`src/rtl/mem_ctrl.sv`:
```
// mem_ctrl: byte-serial memory controller.
//
// Serves load/store requests from the MEM stage and word fetches from the IF
// stage over an 8-bit synchronous RAM port. Each request is split into 1, 2 or
// 4 sequential byte accesses, little-endian. Loads are assembled and sign- or
// zero-extended. One transaction at a time; MEM has priority over IF.
//
// Ports:
//   clk, rst          clock, asynchronous active-low reset
//   mem_req_i..       MEM-stage request (we, addr, wdata, size, signed)
//   mem_done_o        one-cycle MEM completion pulse
//   mem_rdata_o       MEM load result, held until the next MEM load completes
//   if_req_i, if_addr_i   fetch request (unsigned word read)
//   if_done_o, if_inst_o  fetch completion pulse and held fetched word
//   ram_a_o, ram_dout_o, ram_wr_o   registered RAM address / write byte / enable
//   ram_din_i         RAM read byte, valid the cycle after the address is sampled
module mem_ctrl #(
    parameter int unsigned ADDR_W = 17
) (
    input  logic              clk,
    input  logic              rst,
    input  logic              mem_req_i,
    input  logic              mem_we_i,
    input  logic [31:0]       mem_addr_i,
    input  logic [31:0]       mem_wdata_i,
    input  logic [1:0]        mem_size_i,
    input  logic              mem_signed_i,
    output logic              mem_done_o,
    output logic [31:0]       mem_rdata_o,
    input  logic              if_req_i,
    input  logic [31:0]       if_addr_i,
    output logic              if_done_o,
    output logic [31:0]       if_inst_o,
    output logic [ADDR_W-1:0] ram_a_o,
    output logic [7:0]        ram_dout_o,
    output logic              ram_wr_o,
    input  logic [7:0]        ram_din_i
);

    typedef enum logic [1:0] {StIdle, StRead, StWrite, StDone} state_e;

    state_e            r_state, w_state_nxt;
    logic [2:0]        r_cnt, w_cnt_nxt;
    logic [ADDR_W-1:0] r_addr, w_addr_nxt;
    logic [31:0]       r_wdata, w_wdata_nxt;
    logic [1:0]        r_size, w_size_nxt;
    logic              r_signed, w_signed_nxt;
    logic              r_src_if, w_src_if_nxt;
    logic [31:0]       r_data, w_data_nxt;
    logic [ADDR_W-1:0] r_ram_a, w_ram_a_nxt;
    logic [7:0]        r_ram_dout, w_ram_dout_nxt;
    logic              r_ram_wr, w_ram_wr_nxt;
    logic [31:0]       r_mem_rdata, w_mem_rdata_nxt;
    logic [31:0]       r_if_inst, w_if_inst_nxt;

    logic [2:0]        w_n;
    logic [2:0]        w_cap_idx;
    logic [31:0]       w_rd_full;
    logic [31:0]       w_ext;

    // Address bits above ADDR_W are intentionally ignored.
    logic w_unused;
    assign w_unused = ^{mem_addr_i[31:ADDR_W], if_addr_i[31:ADDR_W]};

    // Byte count, capture index and the final assembled/extended load value.
    always_comb begin
        w_n = 3'd4;
        case (r_size)
            2'b00:   w_n = 3'd1;
            2'b01:   w_n = 3'd2;
            default: w_n = 3'd4;
        endcase

        // In READ, the byte captured at this edge is the one issued two edges ago.
        w_cap_idx = r_cnt - 3'd2;

        // Merge the last byte straight from the RAM so the result is ready at
        // the same edge that captures it.
        w_rd_full = r_data;
        case (r_size)
            2'b00:   w_rd_full[7:0]   = ram_din_i;
            2'b01:   w_rd_full[15:8]  = ram_din_i;
            default: w_rd_full[31:24] = ram_din_i;
        endcase

        w_ext = w_rd_full;
        case (r_size)
            2'b00:   w_ext = r_signed ? {{24{w_rd_full[7]}}, w_rd_full[7:0]}
                                      : {24'b0, w_rd_full[7:0]};
            2'b01:   w_ext = r_signed ? {{16{w_rd_full[15]}}, w_rd_full[15:0]}
                                      : {16'b0, w_rd_full[15:0]};
            default: w_ext = w_rd_full;
        endcase
    end

    always_comb begin
        w_state_nxt     = r_state;
        w_cnt_nxt       = r_cnt;
        w_addr_nxt      = r_addr;
        w_wdata_nxt     = r_wdata;
        w_size_nxt      = r_size;
        w_signed_nxt    = r_signed;
        w_src_if_nxt    = r_src_if;
        w_data_nxt      = r_data;
        w_ram_a_nxt     = r_ram_a;
        w_ram_dout_nxt  = r_ram_dout;
        w_ram_wr_nxt    = 1'b0;
        w_mem_rdata_nxt = r_mem_rdata;
        w_if_inst_nxt   = r_if_inst;

        unique case (r_state)
            StIdle: begin
                if (mem_req_i) begin
                    w_addr_nxt   = mem_addr_i[ADDR_W-1:0];
                    w_wdata_nxt  = mem_wdata_i;
                    w_size_nxt   = mem_size_i;
                    w_signed_nxt = mem_signed_i;
                    w_src_if_nxt = 1'b0;
                    w_cnt_nxt    = 3'd1;
                    w_data_nxt   = '0;
                    w_ram_a_nxt  = mem_addr_i[ADDR_W-1:0];
                    if (mem_we_i) begin
                        // Byte 0 goes out on the accepting edge.
                        w_ram_dout_nxt = mem_wdata_i[7:0];
                        w_ram_wr_nxt   = 1'b1;
                        w_state_nxt    = StWrite;
                    end else begin
                        w_state_nxt = StRead;
                    end
                end else if (if_req_i) begin
                    w_addr_nxt   = if_addr_i[ADDR_W-1:0];
                    w_size_nxt   = 2'b10;
                    w_signed_nxt = 1'b0;
                    w_src_if_nxt = 1'b1;
                    w_cnt_nxt    = 3'd1;
                    w_data_nxt   = '0;
                    w_ram_a_nxt  = if_addr_i[ADDR_W-1:0];
                    w_state_nxt  = StRead;
                end
            end

            StWrite: begin
                if (r_cnt == w_n) begin
                    w_state_nxt = StDone;
                end else begin
                    w_ram_a_nxt    = r_addr + ADDR_W'(r_cnt);
                    w_ram_dout_nxt = r_wdata[{r_cnt[1:0], 3'b000} +: 8];
                    w_ram_wr_nxt   = 1'b1;
                    w_cnt_nxt      = r_cnt + 3'd1;
                end
            end

            StRead: begin
                // r_cnt doubles as the edge index since acceptance.
                if (r_cnt < w_n) begin
                    w_ram_a_nxt = r_addr + ADDR_W'(r_cnt);
                end
                if (r_cnt >= 3'd2) begin
                    w_data_nxt[{w_cap_idx[1:0], 3'b000} +: 8] = ram_din_i;
                end
                if (r_cnt == w_n + 3'd1) begin
                    if (r_src_if) begin
                        w_if_inst_nxt = w_ext;
                    end else begin
                        w_mem_rdata_nxt = w_ext;
                    end
                    w_state_nxt = StDone;
                end else begin
                    w_cnt_nxt = r_cnt + 3'd1;
                end
            end

            StDone: begin
                w_state_nxt = StIdle;
            end

            default: begin
                w_state_nxt = StIdle;
            end
        endcase
    end

    always_ff @(posedge clk or negedge rst) begin
        if (!rst) begin
            r_state     <= StIdle;
            r_cnt       <= '0;
            r_addr      <= '0;
            r_wdata     <= '0;
            r_size      <= '0;
            r_signed    <= 1'b0;
            r_src_if    <= 1'b0;
            r_data      <= '0;
            r_ram_a     <= '0;
            r_ram_dout  <= '0;
            r_ram_wr    <= 1'b0;
            r_mem_rdata <= '0;
            r_if_inst   <= '0;
        end else begin
            r_state     <= w_state_nxt;
            r_cnt       <= w_cnt_nxt;
            r_addr      <= w_addr_nxt;
            r_wdata     <= w_wdata_nxt;
            r_size      <= w_size_nxt;
            r_signed    <= w_signed_nxt;
            r_src_if    <= w_src_if_nxt;
            r_data      <= w_data_nxt;
            r_ram_a     <= w_ram_a_nxt;
            r_ram_dout  <= w_ram_dout_nxt;
            r_ram_wr    <= w_ram_wr_nxt;
            r_mem_rdata <= w_mem_rdata_nxt;
            r_if_inst   <= w_if_inst_nxt;
        end
    end

    assign mem_done_o  = (r_state == StDone) && !r_src_if;
    assign if_done_o   = (r_state == StDone) && r_src_if;
    assign mem_rdata_o = r_mem_rdata;
    assign if_inst_o   = r_if_inst;
    assign ram_a_o     = r_ram_a;
    assign ram_dout_o  = r_ram_dout;
    assign ram_wr_o    = r_ram_wr;

endmodule
```
`config.mk`:
```
export PLATFORM = sky130hd
export DESIGN_NAME = mem_ctrl
export DESIGN_NICKNAME = d
export VERILOG_FILES = /design/src/rtl/mem_ctrl.sv
export SDC_FILE = /design/constraint.sdc
export NUM_CORES = 1
export LEC_CHECK = 0
export BUFFER_PORTS_ARGS = -buffer_cell sky130_fd_sc_hd__buf_4
export CAP_MARGIN = 20
export CORE_ASPECT_RATIO = 0.9
export CORE_MARGIN = 4
export CORE_UTILIZATION = 48
export DETAILED_ROUTE_END_ITERATION = 8
export PLACE_DENSITY = 0.77
export SETUP_SLACK_MARGIN = 0.02
export SLEW_MARGIN = 20
export SYNTH_ARGS = -nofsm -noshare
export SYNTH_HDL_FRONTEND = slang
export SYNTH_SLANG_ARGS = --single-unit
```
`constraint.sdc`:
```
create_clock -name clk -period 2.8 [get_ports clk]
set_clock_uncertainty 0.15 [all_clocks]
set_input_delay 0.56 -clock clk [delete_from_list [all_inputs] [get_ports clk]]
set_output_delay 0.56 -clock clk [all_outputs]
set_load 0.03 [all_outputs]
```
==> impl_metrics.env <==
export IMPL_p_leak_nw=4.88
export IMPL_die_area_mm2=0.0191
export IMPL_routedWlPerCell_um=16.6
export IMPL_clk_insertion_delay_late_ns=0.42
export IMPL_dp_hpwl_mm=13.6
export IMPL_clock_sinks=172
export IMPL_synth_edf_count=0
export IMPL_period_needed_ns=2.63
export IMPL_syn_num_nets=889
export IMPL_via_per_inst=5.39
export IMPL_synth_seq_cells=172
export IMPL_start_kind="flip-flop"
export IMPL_final_setup_worst_slack_ns=0.166
export IMPL_drtPass1Iterations=4
export IMPL_setup_viol=0
export IMPL_stdcell_count=1155
export IMPL_ys_top_cells_by_area="dfrtp_1 (53%), mux2_2 (8.0%), o21ai_0 (7.4%)"
export IMPL_required_ns=2.97
export IMPL_yosysMostFrequentCell="dfrtp_1"
export IMPL_post_place_ws_ns=0.0928
export IMPL_numPortBuffers=173
export IMPL_cp_max_fo=17
export IMPL_antenna_found_initial=0
export IMPL_fmax_mhz=380
export IMPL_nNetsFinal=1064
export IMPL_drcViolationCount=0
export IMPL_drive_gt1_share_pct=32.4
export IMPL_p_per_area_mw_per_mm2=1280
export IMPL_gp_congestion=0.839
export IMPL_crit_arrival_ns=2.80
export IMPL_root_buffer="clkbuf_16"
export IMPL_grt_max_degree=59
export IMPL_grt_pass1_vias=6311
export IMPL_maxCapViolCount=0
export IMPL_area_growth_pct=26.7
export IMPL_placed_cells=1122
export IMPL_die_h_um=132
export IMPL_yosysUniqueCellTypes=46
export IMPL_overflow=0
export IMPL_cts_clk_slew_worst_paths_ns=0.06
export IMPL_drtIter0Drc=357
export IMPL_relSlewSlack_pct=35.9
export IMPL_ant_nets=0
export IMPL_status="completed"
export IMPL_slowest_delay_ns=0.46
export IMPL_slowest_stage="dfrtp_1"
export IMPL_final_setup_tns_ns=0
export IMPL_ios=204
export IMPL_synth_area_mm2=0.00815
export IMPL_yosys_area_top_type="dfrtp_1"
export IMPL_cts_tree="done"
export IMPL_rsz0062_at_grt="no"
export IMPL_crit_chain="nand2b_1 > ha_1 > inv_1 > ha_1 > nand4_1 > nand3b_2 > or2_1 > buf_4 > o41ai_4"
export IMPL_grt_pass1_wl_mm=32.0
export IMPL_worst_pin_slew_ns=0.961
export IMPL_period_share_pct=94.1
export IMPL_num_vias=6229
export IMPL_ys_dominant_reg_cell="dfrtp_1"
export IMPL_synth_common_cells="dfrtp_1 (172), o21ai_0 (121), nand2_1 (96), mux2_2 (58), mux2i_1 (40)"
export IMPL_numCtsBuffers=17
export IMPL_wl_mm=19.2
export IMPL_die_w_um=145
export IMPL_utilization_pct=62.9
export IMPL_ys_warn_count=0
export IMPL_antenna_cells=0
export IMPL_synth_top_cell_area_share_pct=52.8
export IMPL_async_reset_ff_share_pct=100
export IMPL_vdd_ir_drop_max_v=0.000664
export IMPL_cp_top_family="simple AND/OR/NAND/NOR gates"
export IMPL_start_util_pct=49.7
export IMPL_netlist_instances=760
export IMPL_avgSynthCellArea_um2=10.7
export IMPL_path_common_cell="ha_1"
export IMPL_crit_type="flip-flop to flip-flop"
export IMPL_hold_violations=0
export IMPL_cp_end_kind="flip-flop"
export IMPL_clockBufferDepth=2
export IMPL_hold_ws_ns=0.219
export IMPL_core_area_mm2=0.0164
export IMPL_rows=44
export IMPL_worst_path_buf_inv=2
export IMPL_slew_viol_final=0
export IMPL_grtUsageTotal_pct=20.4
export IMPL_htreeDepth=4
export IMPL_seq_area_frac_synth_pct=52.8
export IMPL_hp_class="input pin to flip-flop"
==> cells by family (layout without fill, tap and decap cells) <==
logic type	Yosys count	in the layout	synth area share, %
AND/OR/NAND/NOR	182	182	10.9
multiplexers	106	106	15.1
adder cells (fa/ha/maj)	17	17	2.70
XOR/XNOR	10	10	1.08
AO/OA/AOI/OAI	192	192	13.1
buffers and inverters	81	269	4.19
flip-flops	172	172	52.8
==> where the power goes <==
part	internal [mW]	total (mW)	switching, mW	leakage, nW
sequential	3.59	4.32	0.733	2.11
clock	1.26	2.21	0.946	0.269
combinational	2.79	6.72	3.93	2.50
total	7.65	13.3	5.61	4.88
==> metal layers <==
| metal | vias up | share of wire [%] | GRT usage [%] |
|---|---|---|---|
| li1 | 3018 | - | - |
| met1 | 3000 | 44 | 27.3 |
| met2 | 192 | 47 | 32.1 |
| met3 | 19 | 6.7 | 5.96 |
| met4 | 0 | 1.4 | 6.54 |
| met5 | - | 0 | 0 |
==> layout by cell type, fill, tap and decap left out, types with 16 or more instances in the layout <==
cell,n
ha_1,16
clkbuf_16,17
buf_4,197
nand2_1,95
mux2_2,58
a21oi_1,37
dfrtp_1,172
mux2i_1,40
inv_1,35
nand3_1,34
o21ai_0,120
==> sequential cells by signal, indices dropped and copies added, names as in the netlist, 3 cells and up <==
name / flops
r_data: 24
mem_rdata_o: 32
ram_a_o: 17
r_addr: 17
if_inst_o: 32
r_cnt: 3
ram_dout_o: 8
r_wdata: 32
==> what timing repair did <==
item / CTS / global route
resized for setup: 0 / 2
hold buffers: 1 / 0
setup endpoints to repair: 0 / 24
setup buffers: 0 / 0
hold endpoints to repair: 54 / 0
==> layout make-up <==
| cell class | instances | area, um^2 |
|---|---|---|
| multi-input combinational | 507 | 3520 |
| sequential | 172 | 4300 |
| tap | 207 | 259 |
| inverter | 35 | 131 |
| clock inverter | 11 | 95.1 |
| timing repair buffer | 202 | 1550 |
| clock buffer | 21 | 460 |
| fill | 1340 | 6080 |
==> metrics by stage <==
step                      instance area, um^2  total power, mW
after floorplan                          8160             8.88
after global placement                   9750             10.9
after detailed placement                 9750             11.1
after CTS                               10300             13.3
after global routing                    10300             14.2
final                                   10300             13.3
==> path summary, 6_finish.rpt <==
| kind | startpoint | end | slack [ns] | cells after the start |
|---|---|---|---|---|
| worst max-delay path | r_size[1] | ram_a_o[15] | 0.17 | 9 |
| worst min-delay path | mem_wdata_i[14] | r_wdata[14] | 0.22 | 2 |
| worst max register to register | r_size[1] | ram_a_o[15] | 0.17 | 9 |
| worst min register to register | mem_rdata_o[15] | mem_rdata_o[15] | 0.33 | 2 |
| max in group asynchronous | rst | r_data[8] | 1.22 | 3 |
| min in group asynchronous | rst | mem_rdata_o[29] | 0.52 | 2 |
(Power assumes the default switching activity.)
